File: config.mk
export PLATFORM = sky130hd
export DESIGN_NAME = apb_slave_mem
export DESIGN_NICKNAME = d
export VERILOG_FILES = /design/src/rtl/apb_pkg.sv /design/src/rtl/apb_slave_regfile.sv /design/src/rtl/apb_slave_mem.sv
export SDC_FILE = /design/constraint.sdc
export NUM_CORES = 1
export LEC_CHECK = 0
export CAP_MARGIN = 20
export CELL_PAD_IN_SITES_DETAIL_PLACEMENT = 1
export CELL_PAD_IN_SITES_GLOBAL_PLACEMENT = 1
export CORE_UTILIZATION = 47
export DETAILED_ROUTE_END_ITERATION = 8
export DONT_BUFFER_PORTS = 1
export PLACE_DENSITY = 0.88
export SETUP_SLACK_MARGIN = 0.02
export SLEW_MARGIN = 20
export SYNTH_ARGS = -nofsm -noshare
export SYNTH_HDL_FRONTEND = slang
export SYNTH_SLANG_ARGS = --single-unit
export TNS_END_PERCENT = 10
File: constraint.sdc
create_clock -name pclk -period 2.4 [get_ports pclk]
set_input_delay 0.48 -clock pclk [delete_from_list [all_inputs] [get_ports pclk]]
set_output_delay 0.48 -clock pclk [all_outputs]
set_load 0.03 [all_outputs]
File: src/rtl/apb_pkg.sv
// Shared APB definitions for the master, the interface and the memory slaves.
//   APB_AW / APB_DW : default address and data widths
//   WAIT_W          : width of the slave wait-state counter (0..15 wait states)
//   apb_slv_state_e : completer FSM states
package apb_pkg;

    localparam int APB_AW = 8;
    localparam int APB_DW = 8;
    localparam int WAIT_W = 4;

    typedef enum logic [0:0] {
        IDLE   = 1'b0,
        ACCESS = 1'b1
    } apb_slv_state_e;

    // True when a full-width word address falls outside a DEPTH-word memory.
    function automatic logic addr_out_of_range(input logic [31:0] addr, input int depth);
        return addr >= 32'(depth);
    endfunction

endpackage

File: src/rtl/apb_slave_regfile.sv
// DEPTH x DW storage for the APB memory slave.
// Ports:
//   pclk, presetn : clock, asynchronous active-low clear of every word
//   we            : synchronous write enable
//   waddr, wdata  : write port
//   raddr, rdata  : combinational read port
module apb_slave_regfile #(
    parameter int DEPTH = 64,
    parameter int DW    = 8,
    parameter int IW    = 6
) (
    input  logic          pclk,
    input  logic          presetn,
    input  logic          we,
    input  logic [IW-1:0] waddr,
    input  logic [DW-1:0] wdata,
    input  logic [IW-1:0] raddr,
    output logic [DW-1:0] rdata
);

    logic [DW-1:0] mem [DEPTH];

    always_ff @(posedge pclk or negedge presetn) begin
        if (!presetn) begin
            mem <= '{default: '0};
        end else if (we) begin
            mem[waddr] <= wdata;
        end
    end

    assign rdata = mem[raddr];

endmodule

File: src/rtl/apb_slave_mem.sv
// APB completer backed by a word-addressed memory, with programmable wait
// states and pslverr on out-of-range addresses.
// Ports:
//   pclk, presetn          : clock, asynchronous active-low reset
//   psel, penable, pwrite  : APB control from the master decode
//   paddr, pwdata          : word address and write data
//   pready, prdata, pslverr: registered response
//
// state  | meaning
// IDLE   | no transfer; a setup cycle (psel & !penable) latches the request
// ACCESS | counting wait states; pready high once the counter reaches 0,
//        | completion when psel & penable & pready
module apb_slave_mem
    import apb_pkg::*;
#(
    parameter int AW          = APB_AW,
    parameter int DW          = APB_DW,
    parameter int DEPTH       = 64,
    parameter int WAIT_STATES = 0
) (
    input  logic          pclk,
    input  logic          presetn,
    input  logic          psel,
    input  logic          penable,
    input  logic          pwrite,
    input  logic [AW-1:0] paddr,
    input  logic [DW-1:0] pwdata,
    output logic          pready,
    output logic [DW-1:0] prdata,
    output logic          pslverr
);

    localparam int              IW   = (DEPTH > 1) ? $clog2(DEPTH) : 1;
    localparam logic [WAIT_W-1:0] WS_L = WAIT_W'(WAIT_STATES);

    apb_slv_state_e    state_q, state_d;
    logic [WAIT_W-1:0] cnt_q, cnt_d;
    logic [AW-1:0]     addr_q, addr_d;
    logic              wr_q, wr_d;
    logic [DW-1:0]     wdata_q, wdata_d;
    logic              pready_d, pslverr_d;
    logic [DW-1:0]     prdata_d;

    logic              rf_we;
    logic [DW-1:0]     rf_rdata;

    logic              setup;
    logic [AW-1:0]     resp_addr;
    logic              resp_wr;
    logic              resp_err;
    logic [DW-1:0]     resp_rdata;

    assign setup = psel && !penable;

    // With zero wait states the response is built at the setup edge, before
    // the request is latched, so it must look at the live bus.
    assign resp_addr = (state_q == IDLE) ? paddr  : addr_q;
    assign resp_wr   = (state_q == IDLE) ? pwrite : wr_q;
    assign resp_err  = addr_out_of_range(32'(resp_addr), DEPTH);
    assign resp_rdata = (resp_wr || resp_err) ? '0 : rf_rdata;

    apb_slave_regfile #(
        .DEPTH(DEPTH),
        .DW   (DW),
        .IW   (IW)
    ) u_regfile (
        .pclk   (pclk),
        .presetn(presetn),
        .we     (rf_we),
        .waddr  (addr_q[IW-1:0]),
        .wdata  (wdata_q),
        .raddr  (resp_addr[IW-1:0]),
        .rdata  (rf_rdata)
    );

    always_comb begin
        state_d   = state_q;
        cnt_d     = cnt_q;
        addr_d    = addr_q;
        wr_d      = wr_q;
        wdata_d   = wdata_q;
        pready_d  = pready;
        pslverr_d = pslverr;
        prdata_d  = prdata;
        rf_we     = 1'b0;

        case (state_q)
            IDLE: begin
                pready_d  = 1'b0;
                pslverr_d = 1'b0;
                prdata_d  = '0;
                // psel & penable with no setup falls through and is ignored.
                if (setup) begin
                    addr_d  = paddr;
                    wr_d    = pwrite;
                    wdata_d = pwdata;
                    cnt_d   = WS_L;
                    state_d = ACCESS;
                    if (WS_L == '0) begin
                        pready_d  = 1'b1;
                        pslverr_d = resp_err;
                        prdata_d  = resp_rdata;
                    end
                end
            end

            ACCESS: begin
                if (!psel) begin
                    state_d   = IDLE;
                    pready_d  = 1'b0;
                    pslverr_d = 1'b0;
                    prdata_d  = '0;
                end else if (pready) begin
                    if (penable) begin
                        // pslverr already reflects the latched address.
                        rf_we     = wr_q && !pslverr;
                        state_d   = IDLE;
                        pready_d  = 1'b0;
                        pslverr_d = 1'b0;
                        prdata_d  = '0;
                    end
                end else begin
                    if (cnt_q != '0) begin
                        cnt_d = cnt_q - 1'b1;
                    end
                    // Registered pready: raise it on the edge that takes cnt to 0.
                    if (cnt_q <= WAIT_W'(1)) begin
                        pready_d  = 1'b1;
                        pslverr_d = resp_err;
                        prdata_d  = resp_rdata;
                    end
                end
            end

            default: begin
                state_d   = IDLE;
                pready_d  = 1'b0;
                pslverr_d = 1'b0;
                prdata_d  = '0;
            end
        endcase
    end

    always_ff @(posedge pclk or negedge presetn) begin
        if (!presetn) begin
            state_q <= IDLE;
            cnt_q   <= '0;
            addr_q  <= '0;
            wr_q    <= 1'b0;
            wdata_q <= '0;
            pready  <= 1'b0;
            pslverr <= 1'b0;
            prdata  <= '0;
        end else begin
            state_q <= state_d;
            cnt_q   <= cnt_d;
            addr_q  <= addr_d;
            wr_q    <= wr_d;
            wdata_q <= wdata_d;
            pready  <= pready_d;
            pslverr <= pslverr_d;
            prdata  <= prdata_d;
        end
    end

endmodule

==> metrics.cfg, run 1 <==
[run_status]
status=finished, violations left
violations=hold timing, slew limit, setup timing

[floorplanning]
num_rows=86
die_area_um2=56900
io_pins=31
die_h_um=238
start_util_pct=47.6
fp.coreArea_um2=55200
die_w_um=238

[setup_path]
worstPathArrival_ns=3.71
path_class=flip-flop to flip-flop
cp-end-kind=flip-flop
critPathLaunchType=flip-flop
startpoint=state_q$_DFF_PN0_
cp.required_ns=2.97
reg2reg_from=state_q$_DFF_PN0_
critical_path.max_fanout=16

[synthesis]
async_flop_share_pct=100
ys_types=68
syn_inst=2351
synth_area_um2=26300
ys_ff_latch=544
synth_edf_count=0
ys.flop_type=dfrtp_1
ys_warn_count=0
synth_top_area_cell=dfrtp_1
synth.area.top_cells=dfrtp_1, mux2_2, nand2_1
synth_nets=2374
ys_seq_area_share_pct=51.8
synth_top_area_share_pct=51.8
syn_area_per_cell_um2=11.2

[clock_tree]
clockRootBuffer=clkbuf_16
hold_buffers=18
clockBufferDepth=3
htree_levels=2
clk_latency_ns=0.68
cts_tree=yes
clock-sinks=544
cts_buffers=59
clk_pin_slew_ns=0.07

[routing]
remaining_drc_errors=0
ant_nets=0
via_count=22477
routedWlPerCell_um=31.6
wirelength_mm=106
drtIter0Drc=2320
viasPerCell=6.71
firstDrtPassIters=5

[placement]
gp_congestion=0.958
port_buffers=0
post_dp_cell_area_um2=29000
hpwl_mm=61.9

[global_routing]
grt_start_max_net_pins=545
grt_first_pass_wirelength_mm=156
grt_pass1_vias=24510
grt_antenna_before_repair=3
grt_util_all_layers_pct=36.7
grt-ovfl-total=0

[timing]
hold_viol=544
slew_headroom_pct=-29.6
slew_viol_final=199
fin_skew_ns=0.0338
tightest_slew_ns=1.94
clock.fmax_mhz=318
setup_slack_ns=-0.746
hold_ws_ns=-0.482
grt_setup_unrepaired=yes
fin_crit_sh_pct=131
tns_ns=-4.30
finalSetupViolCount=8
min_period_ns=3.15

[pwr]
power_density_nw_per_um2=742
peakVddDrop_mv=0.596
leakage_nw=15.4

[finish]
nNetsFinal=2579
final_layout_size_suffix_gt1_share_pct=40.3
design_area_um2=32000
post-route-util_pct=58.0
syn_to_final_growth_pct=21.9

[job]
maxCapViolCount=0

[hold_path]
hold_class=primary input to asynchronous set/reset pin

metrics by stage:
| step | hold slack [ns] | std cells | setup slack [ns] | power [mW] |
|---|---|---|---|---|
| after floorplan | 0.184 | 2351 | 0.0124 | 11.6 |
| after global placement | 0.212 | 3203 | -0.547 | 13.6 |
| after detailed placement | 0.212 | 3203 | -0.613 | 13.8 |
| after CTS | -0.468 | 3348 | -0.381 | 23.4 |
| after global routing | -0.491 | 3348 | -0.742 | 24.2 |
| final | -0.482 | 3349 | -0.746 | 23.8 |
layout make-up:
type	instances	area, um^2
tap	748	936
inverter	16	60.1
timing repair buffer	319	3030
multi-input combinational	1616	12400
sequential	544	13600
clock inverter	15	194
clock buffer	90	1750
fill	5608	23200
antenna	1	2.50
cell usage after synthesis, types with 4 or more instances:
library cell / instances
a211oi_2: 5
mux2_1: 11
nor2_1: 96
o21ai_0: 72
buf_1: 14
or4_1: 7
o31ai_1: 16
a21boi_1: 5
a211oi_1: 48
clkbuf_1: 99
buf_6: 8
nand2b_1: 6
buf_2: 54
a221o_1: 6
a21boi_0: 33
a32o_1: 7
nand2_1: 395
mux2i_1: 5
and4_1: 6
a41o_1: 7
dfrtp_1: 544
a221oi_1: 18
a2111oi_2: 5
o22ai_1: 17
o32ai_1: 5
nand4_1: 13
nand3_1: 11
nor4_1: 8
inv_1: 16
nor3_1: 19
and2_1: 20
a2111oi_0: 23
mux2_2: 513
nor2b_1: 6
nand3b_1: 4
a21oi_1: 130
o211ai_1: 40
a22oi_1: 14
critical path, cell delays in order, from the launching register on:
cell,delay [ns]
dfrtp_2,0.45
or3b_4,0.48
and2_4,0.28
bufbuf_16,0.33
buf_4,0.16
a21boi_0,0.58
or4_1,0.25
o311ai_2,0.16
o41ai_1,0.36
path summary, 6_finish.rpt:
path / cells past startpoint / to / slack [ns]
setup / recovery: 8 / prdata[3]$_DFFE_PN0P_ / -0.75
hold / removal: 0 / u_regfile.mem[492]$_DFFE_PN0P_ / -0.48
setup reg to reg: 8 / prdata[3]$_DFFE_PN0P_ / -0.75
hold reg to reg: 1 / u_regfile.mem[25]$_DFFE_PN0P_ / 0.50
max in group asynchronous: 0 / u_regfile.mem[94]$_DFFE_PN0P_ / 1.34
min in group pclk: 1 / state_q$_DFF_PN0_ / 0.01
layer usage:
layer | share of wire (%) | track usage [%] | wire length, um
met5 | 0.042 | 0 | 44
met4 | 6.9 | 22.8 | 7310
met3 | 9.5 | 10.1 | 10000
met2 | 47 | 58.7 | 49700
met1 | 37 | 43.9 | 38700
cells by family after synthesis:
group / after synthesis / share of synthesized area (%)
DFF: 544 / 51.8
AOI/OAI and AO/OA: 470 / 12.1
xor gates and xnor gates: 2 / 0.0667
muxes: 530 / 22.7
and+or+nand+nor: 611 / 9.96
buffers and inverters: 192 / 3.24
adders and majority gates: 2 / 0.0952
layout by cell type, fill, tap and decap left out, types with 12 or more instances in the layout:
cell / instances
a2111oi_2: 16
a211oi_1: 40
a211oi_2: 13
a21boi_0: 27
a21oi_1: 124
and2_1: 18
buf_12: 35
buf_4: 256
clkbuf_1: 15
clkbuf_16: 59
clkbuf_8: 16
dfrtp_1: 535
dlygate4sd3_1: 18
inv_1: 16
mux2_2: 511
nand2_1: 350
nand2_2: 44
nand4_1: 13
nor2_1: 94
nor3_1: 15
o211ai_1: 40
o21ai_0: 65
o22ai_1: 17
o31ai_1: 12
what timing repair did:
item,in CTS,in global routing
pin swaps,14,8
gates cloned,5,0
buffers inserted,17,0
endpoints found under the hold margin,562,544
endpoints found under the setup margin,100,310
resized for setup,102,46
power breakdown:
part / switching [mW] / total, mW / internal (mW) / leakage (nW)
logic: 2.97 / 4.69 / 1.71 / 6.94
clock network: 4.01 / 9.35 / 5.34 / 0.961
registers: 0.381 / 9.75 / 9.37 / 7.50
sequential cells by signal (all words and copies together) (netlist names):
name and flops:
u_regfile.mem 512, wdata_q 8, pslverr 1, cnt_q 4
prdata 8, wr_q 1, addr_q 8, state_q 1
pready 1
Power figures use the tool's default switching activity.
==> run 2, diff against run 1 <==
--- a/config.mk
+++ b/config.mk
@@ -11,6 +11,7 @@
 export CORE_UTILIZATION = 47
 export DETAILED_ROUTE_END_ITERATION = 8
 export DONT_BUFFER_PORTS = 1
+export MAX_ROUTING_LAYER = met4
 export PLACE_DENSITY = 0.88
 export SETUP_SLACK_MARGIN = 0.02
 export SLEW_MARGIN = 20
==> metrics.cfg, run 2 (synthesis results as in run 1) <==
[clock_tree]
cts_buffers=58  ; was 59
htree_levels=2  ; unchanged
cts_tree=yes  ; unchanged
clockRootBuffer=clkbuf_16  ; unchanged
clk_pin_slew_ns=0.07  ; about the same
hold_buffers=16  ; was 18
clock-sinks=544  ; unchanged
clockBufferDepth=3  ; unchanged
clk_latency_ns=0.69  ; was 0.68 ns

[timing]
fin_crit_sh_pct=125  ; was 131%
tightest_slew_ns=2.20  ; was 1.94 ns
finalSetupViolCount=106  ; was 8
clock.fmax_mhz=332  ; was 318 MHz
hold_ws_ns=-0.484  ; was -0.482 ns
fin_skew_ns=0.0599  ; was 0.0338 ns
min_period_ns=3.01  ; was 3.15 ns
hold_viol=434  ; was 544
setup_slack_ns=-0.608  ; was -0.746 ns
slew_viol_final=264  ; was 199
slew_headroom_pct=-46.8  ; was -29.6%
grt_setup_unrepaired=yes  ; unchanged

[setup_path]
critical_path.max_fanout=23  ; was 16
cp_cell_sequence=mux2_4, buf_12, nand2_1, a211oi_2, a2111oi_2, nor3_2, or4_4, a32o_1  ; was or3b_4, and2_4, bufbuf_16, buf_4, a21boi_0, or4_1, o311ai_2, o41ai_1
critical-path-max-stage-delay_ns=0.76  ; was 0.58 ns
worstPathArrival_ns=3.58  ; was 3.71 ns
cp-end-kind=flip-flop  ; unchanged
critPathSlowestCell=a2111oi_2  ; was a21boi_0
critPathLaunchType=flip-flop  ; unchanged
reg2reg_slack_ns=-0.61  ; was -0.75 ns
path_class=flip-flop to flip-flop  ; unchanged
cp.required_ns=2.97  ; about the same

[global_routing]
grt_antenna_before_repair=2  ; was 3
grt_util_all_layers_pct=36.1  ; was 36.7%
grt_pass1_vias=23929  ; was 24510
grt-ovfl-total=0  ; unchanged
grt_start_max_net_pins=545  ; unchanged
grt_first_pass_wirelength_mm=150  ; was 156 mm

[finish]
final_layout_size_suffix_gt1_share_pct=40.7  ; was 40.3%
post-route-util_pct=58.3  ; was 58.0%
largest_register_ffs=512  ; unchanged
design_area_um2=32200  ; was 32000 um^2
syn_to_final_growth_pct=22.5  ; was 21.9%
layout_common_cells=dfrtp_1, mux2_2, nand2_1, buf_4, a21oi_1  ; unchanged
nNetsFinal=2554  ; was 2579
final_cells=3329  ; was 3349
layout_commonest_cell=dfrtp_1  ; unchanged
regMostFlops=u_regfile.mem  ; unchanged

[run_status]
status=finished, violations left  ; unchanged
violations=hold timing, slew limit, setup timing  ; unchanged

[routing]
wirelength_mm=102  ; was 106 mm
remaining_drc_errors=0  ; unchanged
ant_nets=0  ; unchanged
routedWlPerCell_um=30.5  ; was 31.6 um
firstDrtPassIters=6  ; was 5
viasPerCell=6.62  ; was 6.71
drtIter0Drc=2327  ; was 2320
via_count=22022  ; was 22477

[floorplanning]
start_util_pct=47.6  ; unchanged
io_pins=31  ; unchanged
die_w_um=238  ; unchanged
die_h_um=238  ; unchanged
die_area_um2=56900  ; unchanged
fp.coreArea_um2=55200  ; unchanged
num_rows=86  ; unchanged

[placement]
gp_congestion=0.989  ; was 0.958
port_buffers=0  ; unchanged
dp.cells=3181  ; was 3203
post-place-ws_ns=-0.723  ; was -0.613 ns
post_dp_cell_area_um2=29000  ; about the same
hpwl_mm=61.3  ; was 61.9 mm

[pwr]
leakage_nw=15.7  ; was 15.4 nW
finalPower_mw=23.6  ; was 23.8 mW
peakVddDrop_mv=0.611  ; was 0.596 mV
power_density_nw_per_um2=734  ; was 742 nW/um^2

[hold_path]
hold_class=primary input to asynchronous set/reset pin  ; unchanged

[job]
maxCapViolCount=0  ; unchanged

[run 2: where the power goes]
part	leakage (nW)	internal [mW]	switching, mW
Clock	0.968	5.24	4.06
Sequential	7.50	9.37	0.402
Combinational	7.25	1.67	2.90
[run 2: through the flow]
step | TNS (ns) | hold slack [ns]
6_report | -7.05 | -0.484
5_1_grt | -23.21 | -0.498
4_1_cts | -3.08 | -0.474
3_5_place_dp | -47.96 | 0.218
3_3_place_gp | -21.67 | 0.218
2_1_floorplan | 0 | 0.184
[run 2: layout make-up]
cell class / instances / area [um^2]
clock inverters: 24 / 241
repair buffers: 294 / 2940
flip-flops and latches: 544 / 13600
fillers: 5541 / 23000
diodes: 2 / 5.00
well taps: 748 / 936
clock buffers: 84 / 1700
multi-input cells: 1617 / 12700
inverters: 16 / 60.1
[run 2: path summary, 6_finish.rpt]
path / start / endpoint / cells past startpoint
setup / recovery: state_q$_DFF_PN0_ / prdata[2]$_DFFE_PN0P_ / 8
hold / removal: presetn / u_regfile.mem[474]$_DFFE_PN0P_ / 0
setup reg to reg: state_q$_DFF_PN0_ / prdata[2]$_DFFE_PN0P_ / 8
hold reg to reg: u_regfile.mem[444]$_DFFE_PN0P_ / u_regfile.mem[444]$_DFFE_PN0P_ / 1
max in group asynchronous: presetn / wdata_q[7]$_DFFE_PN0P_ / 0
min in group pclk: psel / pslverr$_DFFE_PN0P_ / 2
[run 2: timing repair]
item | CTS | global route
resized for setup | 120 | 103
setup endpoints to repair | 318 | 511
cloned | 3 | 1
setup buffers | 15 | 3
pin swaps | 16 | 9
hold endpoints to repair | 560 | 544
[run 2: critical path, delay by kind of cell (launching register included)]
kind                   cells  cell delay, ns
AO/OA/AOI/OAI              3            1.09
multiplexers               1            0.40
flip-flops                 1            0.51
buffers and inverters      1            0.18
AND/OR/NAND/NOR            3            0.76
[run 2: layer usage]
layer | GRT usage, % | share of wire (%) | vias to the layer above
met2 | 55.7 | 47 | 1332
met1 | 42.7 | 38 | 11399
met5 | - | 0 | -
met3 | 8.82 | 9.0 | 468
li1 | - | - | 8823
met4 | 22.2 | 6.6 | 0
==> run 3, diff against run 2 <==
--- a/config.mk
+++ b/config.mk
@@ -8,14 +8,13 @@
 export CAP_MARGIN = 20
 export CELL_PAD_IN_SITES_DETAIL_PLACEMENT = 1
 export CELL_PAD_IN_SITES_GLOBAL_PLACEMENT = 1
-export CORE_UTILIZATION = 47
+export CORE_UTILIZATION = 40
 export DETAILED_ROUTE_END_ITERATION = 8
 export DONT_BUFFER_PORTS = 1
 export MAX_ROUTING_LAYER = met4
-export PLACE_DENSITY = 0.88
+export PLACE_DENSITY = 0.78
 export SETUP_SLACK_MARGIN = 0.02
 export SLEW_MARGIN = 20
 export SYNTH_ARGS = -nofsm -noshare
 export SYNTH_HDL_FRONTEND = slang
 export SYNTH_SLANG_ARGS = --single-unit
-export TNS_END_PERCENT = 10
==> metrics.cfg, run 3 (synthesis results as in run 1) <==
[routing]
firstDrtPassIters=5  ; was 6
routedWlPerCell_um=27.1  ; was 30.5 um
viasPerCell=6.01  ; was 6.62
wirelength_mm=93.6  ; was 102 mm
ant_nets=0  ; unchanged
remaining_drc_errors=0  ; unchanged
via_count=20757  ; was 22022
drtIter0Drc=1624  ; was 2327

[placement]
post-place-ws_ns=-0.858  ; was -0.723 ns
port_buffers=0  ; unchanged
dp.cells=3299  ; was 3181
hpwl_mm=59.3  ; was 61.3 mm
gp_congestion=0.915  ; was 0.989

[finish]
regMostFlops=u_regfile.mem  ; unchanged
syn_to_final_growth_pct=25.0  ; was 22.5%
final_layout_size_suffix_gt1_share_pct=41.7  ; was 40.7%
diodes=0  ; was 2
fillers=6725  ; was 5541
layout_commonest_cell=dfrtp_1  ; unchanged
layout_common_cells=dfrtp_1, mux2_2, nand2_1, buf_4, a21oi_1  ; unchanged
nNetsFinal=2574  ; was 2554
final_cells=3454  ; was 3329
largest_register_ffs=512  ; unchanged

[global_routing]
grt_first_pass_wirelength_mm=142  ; was 150 mm
grt_start_max_net_pins=545  ; unchanged
grt_antenna_before_repair=0  ; was 2
grt-ovfl-total=0  ; unchanged
grt_util_all_layers_pct=28.8  ; was 36.1%
grt_pass1_vias=22530  ; was 23929

[floorplanning]
num_rows=93  ; was 86
die_h_um=258  ; was 238 um
die_w_um=258  ; was 238 um
die_area_um2=66700  ; was 56900 um^2
fp.coreArea_um2=64700  ; was 55200 um^2
start_util_pct=40.6  ; was 47.6%
io_pins=31  ; unchanged

[timing]
grt_setup_unrepaired=yes  ; unchanged
hold_viol=397  ; was 434
tightest_slew_ns=2.19  ; was 2.20 ns
setup_slack_ns=-0.503  ; was -0.608 ns
hold_ws_ns=-0.451  ; was -0.484 ns
fin_crit_sh_pct=121  ; was 125%
clock.fmax_mhz=344  ; was 332 MHz
min_period_ns=2.90  ; was 3.01 ns
tns_ns=-3.34  ; was -7.05 ns
fin_skew_ns=0.0284  ; was 0.0599 ns
slew_viol_final=284  ; was 264
finalSetupViolCount=20  ; was 106
slew_headroom_pct=-46.1  ; was -46.8%

[clock_tree]
hold_buffers=18  ; was 16
cts_tree=yes  ; unchanged
clk_pin_slew_ns=0.07  ; about the same
clk_latency_ns=0.65  ; was 0.69 ns
clockRootBuffer=clkbuf_16  ; unchanged
clockBufferDepth=3  ; unchanged
clock-sinks=544  ; unchanged
cts_buffers=59  ; was 58
htree_levels=2  ; unchanged

[setup_path]
critPathSlowestCell=a2111oi_1  ; was a2111oi_2
critical_path.max_fanout=30  ; was 23
cp_common_cell=buf_4
cp.required_ns=2.93  ; was 2.97 ns
critical-path-max-stage-delay_ns=0.58  ; was 0.76 ns
cp-end-kind=flip-flop  ; unchanged
path_class=flip-flop to flip-flop  ; unchanged
cp_cell_sequence=buf_4, mux2_4, buf_12, nand2_1, a21oi_1, a2111oi_1, buf_4, o31ai_1, buf_4, a32o_1  ; was mux2_4, buf_12, nand2_1, a211oi_2, a2111oi_2, nor3_2, or4_4, a32o_1
worstPathArrival_ns=3.43  ; was 3.58 ns
critPathLaunchType=flip-flop  ; unchanged
reg2reg_slack_ns=-0.50  ; was -0.61 ns

[pwr]
leakage_nw=15.5  ; was 15.7 nW
peakVddDrop_mv=0.588  ; was 0.611 mV
power_density_nw_per_um2=739  ; was 734 nW/um^2

[run_status]
status=finished, violations left  ; unchanged
violations=hold timing, slew limit, setup timing  ; unchanged

[hold_path]
hold_class=primary input to asynchronous set/reset pin  ; unchanged

[job]
maxCapViolCount=0  ; unchanged

run 3: where the power goes:
| part | leakage, nW | total (mW) | internal, mW | switching, mW |
|---|---|---|---|---|
| registers | 7.49 | 9.71 | 9.37 | 0.338 |
| logic | 7.02 | 4.50 | 1.66 | 2.84 |
| clock network | 1.03 | 10.0 | 6.02 | 4.03 |
| total | 15.5 | 24.2 | 17.0 | 7.20 |
run 3: metal layers:
layer / track usage, % / wire length, um
met1: 38.0 / 39900
met2: 45.0 / 44500
met3: 4.23 / 5800
met4: 10.7 / 3420
met5: - / 0
run 3: through the flow:
stage / total power [mW] / utilization (%) / instance area (um^2) / hold WS, ns
floorplan: 11.6 / - / 26400 / 0.184
global placement: 13.7 / 45.1 / 29100 / 0.217
detailed placement: 13.8 / 45.1 / 29100 / 0.219
CTS: 24.1 / 50.0 / 32400 / -0.481
global route: 24.9 / 50.7 / 32800 / -0.490
finish: 24.2 / 50.7 / 32800 / -0.451
run 3: area by class of cell:
| type | instances | area (um^2) | share of cell area (%) |
|---|---|---|---|
| repair buffers | 313 | 3160 | 9.62 |
| inverters | 16 | 60.1 | 0.183 |
| flip-flops and latches | 544 | 13600 | 41.5 |
| clock buffers | 82 | 1700 | 5.19 |
| well taps | 855 | 1070 | 3.26 |
| multi-input cells | 1617 | 12800 | 39.0 |
| clock inverters | 27 | 415 | 1.27 |
run 3: path summary, 6_finish.rpt:
path | startpoint | endpoint | cells past startpoint
hold / removal | presetn | u_regfile.mem[510]$_DFFE_PN0P_ | 0
min in group pclk | penable | state_q$_DFF_PN0_ | 2
setup / recovery | state_q$_DFF_PN0_ | prdata[6]$_DFFE_PN0P_ | 10
hold reg to reg | u_regfile.mem[441]$_DFFE_PN0P_ | u_regfile.mem[441]$_DFFE_PN0P_ | 1
max in group asynchronous | presetn | wdata_q[7]$_DFFE_PN0P_ | 0
setup reg to reg | state_q$_DFF_PN0_ | prdata[6]$_DFFE_PN0P_ | 10
run 3: what timing repair did:
action | 4_1_cts | 5_1_grt
gates resized for setup | 155 | 108
buffers inserted | 24 | 2
endpoints found under the setup margin | 520 | 430
gates cloned | 2 | 1
pin swaps | 28 | 18
hold endpoints to repair | 562 | 544
run 3: critical path: cells and delay by family (launching register included):
kind                   cells  cell delay, ns
buffers and inverters      4            0.78
AOI/OAI and AO/OA          4            0.99
DFF                        1            0.45
muxes                      1            0.41
and+or+nand+nor            1            0.13
